## config.mk

```make
export PLATFORM = sky130hd
export DESIGN_NAME = cas_fsk_stream
export DESIGN_NICKNAME = d
export VERILOG_FILES = /design/src/rtl/cas_fsk_stream.sv
export SDC_FILE = /design/constraint.sdc
export NUM_CORES = 1
export LEC_CHECK = 0
export BUFFER_PORTS_ARGS = -buffer_cell sky130_fd_sc_hd__buf_2
export CORE_MARGIN = 1
export CORE_UTILIZATION = 30
export DETAILED_ROUTE_END_ITERATION = 10
export HOLD_SLACK_MARGIN = 0.05
export PLACE_DENSITY_LB_ADDON = 0.05
export SLEW_MARGIN = 40
export SYNTH_ARGS = -nofsm -noshare
export SYNTH_HDL_FRONTEND = slang
export SYNTH_SLANG_ARGS = --single-unit
export TNS_END_PERCENT = 30
```

## constraint.sdc

```tcl
create_clock -name clk -period 3.5 [get_ports clk]
set_clock_uncertainty 0.05 [all_clocks]
set_input_delay 0.875 -clock clk [delete_from_list [all_inputs] [get_ports clk]]
set_output_delay 0.875 -clock clk [all_outputs]
set_load 0.05 [all_outputs]
```

## src/rtl/cas_fsk_stream.sv

```systemverilog
`default_nettype none
// ============================================================================
// Module      : cas_fsk_stream
// Description : Cassette FSK bit-stream encoder. Buffers one word behind a
//               valid/ready handshake and serialises it as square-wave
//               cycles (short cycle = '1', long cycle = '0'), timed by a
//               fractional phase accumulator. Words run back-to-back with
//               continuous phase when a follow-on word is already held.
// Revision    : 1.0 - initial release
// ============================================================================
module cas_fsk_stream #(
    parameter int   ACC_W     = 24,
    parameter int   STP       = 703,
    parameter int   DW        = 8,
    parameter int   H1        = 1,
    parameter int   H0        = 2,
    parameter logic IDLE_LVL  = 1'b1,
    parameter int   LSB_FIRST = 1
) (
    input  logic          clk,
    input  logic          reset,
    input  logic [DW-1:0] din,
    input  logic          din_valid,
    output logic          din_ready,
    output logic          dout,
    output logic          busy,
    output logic          word_done
);

    localparam int c_HMAX  = (H0 > H1) ? H0 : H1;
    localparam int c_CNT_W = $clog2(2 * c_HMAX);
    localparam int c_IDX_W = (DW > 1) ? $clog2(DW) : 1;

    localparam logic [c_IDX_W-1:0] c_IDX_LAST = c_IDX_W'(DW - 1);
    localparam logic [ACC_W:0]     c_STP      = (ACC_W + 1)'(STP);
    localparam logic [c_CNT_W:0]   c_H1       = (c_CNT_W + 1)'(H1);
    localparam logic [c_CNT_W:0]   c_H0       = (c_CNT_W + 1)'(H0);

    localparam logic [0:0] S_IDLE = 1'b0;
    localparam logic [0:0] S_RUN  = 1'b1;

    // Bit currently presented at the send end of a shifter image
    function automatic logic f_send_bit(input logic [DW-1:0] s);
        return (LSB_FIRST != 0) ? s[0] : s[DW-1];
    endfunction

    logic [0:0]         r_state;
    logic [ACC_W-1:0]   r_acc;
    logic [c_CNT_W-1:0] r_cnt;
    logic [c_IDX_W-1:0] r_idx;
    logic [DW-1:0]      r_shift;
    logic [DW-1:0]      r_hold;
    logic               r_hold_valid;
    logic               r_dout;
    logic               r_busy;
    logic               r_word_done;

    logic [ACC_W:0]     w_sum;
    logic               w_tick;
    logic [c_CNT_W:0]   w_half;
    logic [c_CNT_W:0]   w_cyc_last;
    logic               w_bit_end;
    logic               w_word_end;
    logic               w_accept;
    logic               w_load;
    logic [0:0]         w_state_nxt;
    logic [ACC_W-1:0]   w_acc_nxt;
    logic [c_CNT_W-1:0] w_cnt_nxt;
    logic [c_IDX_W-1:0] w_idx_nxt;
    logic [DW-1:0]      w_shift_nxt;
    logic [c_CNT_W:0]   w_nhalf;
    logic               w_dout_nxt;

    assign din_ready = ~reset & ~r_hold_valid;
    assign dout      = r_dout;
    assign busy      = r_busy;
    assign word_done = r_word_done;

    // Next-state decode: tick generation, bit/word boundaries, shifter reloads
    always_comb begin
        w_sum       = {1'b0, r_acc} + c_STP;
        w_tick      = w_sum[ACC_W];
        w_half      = f_send_bit(r_shift) ? c_H1 : c_H0;
        w_cyc_last  = {w_half[c_CNT_W-1:0], 1'b0} - 1'b1;
        w_bit_end   = (r_state == S_RUN) && w_tick && ({1'b0, r_cnt} == w_cyc_last);
        w_word_end  = w_bit_end && (r_idx == c_IDX_LAST);
        w_accept    = din_valid && din_ready;

        w_load      = 1'b0;
        w_state_nxt = r_state;
        w_cnt_nxt   = r_cnt;
        w_idx_nxt   = r_idx;
        w_shift_nxt = r_shift;

        if (r_state == S_IDLE) begin
            if (r_hold_valid) begin
                w_load      = 1'b1;
                w_state_nxt = S_RUN;
                w_shift_nxt = r_hold;
                w_cnt_nxt   = '0;
                w_idx_nxt   = '0;
            end
        end else begin
            if (w_word_end) begin
                w_cnt_nxt = '0;
                w_idx_nxt = '0;
                if (r_hold_valid) begin
                    w_load      = 1'b1;
                    w_shift_nxt = r_hold;
                end else begin
                    w_state_nxt = S_IDLE;
                end
            end else if (w_bit_end) begin
                w_cnt_nxt   = '0;
                w_idx_nxt   = r_idx + 1'b1;
                w_shift_nxt = (LSB_FIRST != 0) ? (r_shift >> 1) : (r_shift << 1);
            end else if (w_tick) begin
                w_cnt_nxt = r_cnt + 1'b1;
            end
        end

        // Phase only advances while running continuously; any entry to or
        // exit from IDLE leaves the accumulator at zero.
        w_acc_nxt = ((r_state == S_RUN) && (w_state_nxt == S_RUN)) ? w_sum[ACC_W-1:0] : '0;

        // Output level follows the half-cycle position the next state will hold
        w_nhalf    = f_send_bit(w_shift_nxt) ? c_H1 : c_H0;
        w_dout_nxt = ((w_state_nxt == S_RUN) && ({1'b0, w_cnt_nxt} >= w_nhalf)) ? ~IDLE_LVL : IDLE_LVL;
    end

    // State, datapath and registered outputs
    always_ff @(posedge clk) begin
        if (reset) begin
            r_state      <= S_IDLE;
            r_acc        <= '0;
            r_cnt        <= '0;
            r_idx        <= '0;
            r_shift      <= '0;
            r_hold       <= '0;
            r_hold_valid <= 1'b0;
            r_dout       <= IDLE_LVL;
            r_busy       <= 1'b0;
            r_word_done  <= 1'b0;
        end else begin
            r_state     <= w_state_nxt;
            r_acc       <= w_acc_nxt;
            r_cnt       <= w_cnt_nxt;
            r_idx       <= w_idx_nxt;
            r_shift     <= w_shift_nxt;
            r_dout      <= w_dout_nxt;
            r_busy      <= (w_state_nxt == S_RUN);
            r_word_done <= w_word_end;
            if (w_accept) begin
                r_hold       <= din;
                r_hold_valid <= 1'b1;
            end else if (w_load) begin
                r_hold_valid <= 1'b0;
            end
        end
    end

endmodule
`default_nettype wire

```

==> results_dict.tcl <==
set metrics [dict create \
    period_needed_ps 3001 \
    via_per_inst 4.665 \
    grt_first_pass_wirelength_um 8169 \
    end_kind "flop" \
    crit_path_start_kind "flop" \
    hold_path_class "reg -> reg" \
    cts_tree "built" \
    synth_cell_types 44 \
    yosys_warnings 0 \
    synthTopCellsByCount "dfxtp_1, nor2_1, nand2_1" \
    synth_area_per_cell_um2 8.553 \
    drt_pass1_iterations 4 \
    netlist_instances 274 \
    insertion_delay_ps 300 \
    fin_setup_tns_ps 0 \
    path_clk_slew_ps 90 \
    gp_congestion 0.6908 \
    post_cts_resized 0 \
    layout-drive-gt1-share 0.1272 \
    die_h_um 90.39 \
    initial_core_util 0.3163 \
    grt_pass1_vias 1737 \
    track_usage 0.1238 \
    cts-root-buf "clkbuf_8" \
    vias 1782 \
    status "completed" \
    nets 298 \
    ys_seq_area_frac 0.4186 \
    cp.arrival_ps 3140 \
    cp_cell_sequence "nand4_2 -> or4_4 -> nor3_1 -> mux2_2 -> a21oi_1 -> ha_1 -> nand2b_1 -> a21oi_1 -> or3_1" \
    cts_setup_buffers 0 \
    r2r_setup_slack_ps 500 \
    antennaDiodeCount 0 \
    antenna_found_initial 0 \
    drt-initial-drc-count 51 \
    fp.dieW_um 90.39 \
    synth_top_area_frac 0.4186 \
    p_per_area_nw_per_um2 409.6 \
    slowest_delay_ps 570 \
    core_um2 7408 \
    synth_edf_count 0 \
    rows 31 \
    ios 15 \
    postLayoutCoreUtil 0.3423 \
    wl_um 4691 \
    hold_violations 0 \
    synthToLayoutAreaGrowth_pct 8.222 \
    holdBufCountCts 0 \
    port_buffers 14 \
    tightest_slew_ps 791.0 \
    synthFlopType "dfxtp_1" \
    yosysTopAreaCell "dfxtp_1" \
    maxSlewViolCount 0 \
    cts_buffer_depth 2 \
    cp.required_ps 3640 \
    async_flop_share 0 \
    grt_overflow 0 \
    cts_buffers 5 \
    fin_crit_sh 0.8573 \
    dieArea_um2 8169 \
    grt_max_degree 26 \
    crit_type "reg -> reg" \
    maxCapViolCount 0 \
    synthTopCellsByArea "dfxtp_1, xnor2_1, nor2_1" \
    yosysMostFrequentCell "dfxtp_1" \
    rsz0062_at_grt "false" \
    synth_seq_cells 49 \
    setup_viol 0 \
    cp_max_fo 4 \
    post_drt_wl_per_cell_um 12.28 \
    mappedNetlistArea_um2 2343 \
    synth_nets 290 \
    vdd_drop_max_mv 0.1532 \
    leakage_nw 0.8817 \
    path_common_cell "a21oi_1" \
    maxClockFrequency_mhz 333.3 \
    ant_nets 0 \
    htreeDepth 2 \
    hpwl_um 3309 \
    slew_headroom 0.4695 \
    slowest_stage "or4_4" \
    drc_errors 0 \
    clock-sinks 49 \
]
[sequential cells by signal, indices dropped and copies added, names as in the netlist]
signal	count
r_hold_valid	1
r_shift	8
r_hold	8
dout	1
r_acc	24
r_cnt	2
r_idx	3
word_done	1
busy	1
[worst max-delay path, delay by kind of cell (launching register included)]
family | cells | cell delay (ps)
adders and majority gates | 1 | 150
DFF | 1 | 400
muxes | 1 | 410
and+or+nand+nor | 5 | 1590
AOI/OAI and AO/OA | 2 | 280
[layer usage]
layer  global-route usage  routed length, µm
met4              0.03629                 32
met5                    0                  0
met1               0.1581               2278
met3              0.02862                102
met2               0.2074               2277
[cell type report]
cell class | instances | area (µm²)
fill | 797 | 4872
multi-input combinational | 199 | 1219
clock inverter | 3 | 17.52
clock buffer | 5 | 68.82
timing repair buffer | 16 | 85.08
sequential | 49 | 980.9
inverter | 11 | 41.29
tap | 99 | 123.9
[stage by stage]
stage | instance area (µm²) | setup slack (ps) | hold slack (ps) | instances | total power [mW]
detailed placement | 2450 | 485.6 | 399.4 | 374 | 0.7247
finish | 2536 | 499.4 | 412.9 | 382 | 1.039
global route | 2536 | 197.5 | 442.3 | 382 | 1.098
global placement | 2450 | 566.7 | 391.3 | 374 | 0.7270
CTS | 2536 | 461.2 | 415.3 | 382 | 1.060
floorplan | 2344 | 716.1 | 370.8 | 274 | 0.6980
[final timing paths]
path | start | end | cells past startpoint
worst max-delay path | r_acc[11]$_SDFF_PP0_ | dout$_SDFF_PP1_ | 9
worst min-delay path | r_hold[3]$_SDFFE_PP0P_ | r_hold[3]$_SDFFE_PP0P_ | 2
worst max register to register | r_acc[11]$_SDFF_PP0_ | dout$_SDFF_PP1_ | 9
worst min register to register | r_hold[3]$_SDFFE_PP0P_ | r_hold[3]$_SDFFE_PP0P_ | 2
[report_power, final]
group	total (mW)	internal, mW	switching (mW)
combinational	0.115	0.0482	0.0666
sequential	0.594	0.574	0.0200
clock	0.330	0.138	0.191
total	1.04	0.761	0.278
[kinds of logic after synthesis]
| family | after synthesis | synth area share |
|---|---|---|
| compound gates | 43 | 0.1201 |
| xor+xnor | 23 | 0.08596 |
| fa+ha+maj | 5 | 0.02670 |
| buf+inv | 26 | 0.06140 |
| flops | 49 | 0.4186 |
| mux | 12 | 0.05179 |
| simple gates | 116 | 0.2355 |
[cell usage in the layout (no fill, tap or decap), types with 5 or more instances in the layout]
cell type,synthesis,layout
mux2i_1,11,11
dfxtp_1,49,49
inv_1,11,11
nand2_1,30,30
buf_2,2,14
a21oi_1,17,17
or3_1,5,5
o21ai_0,6,6
clkbuf_8,2,5
ha_1,5,5
nor2_1,43,43
nand3_1,10,10
nor3_1,7,7
xnor2_1,20,20
(Power assumes the default switching activity.)
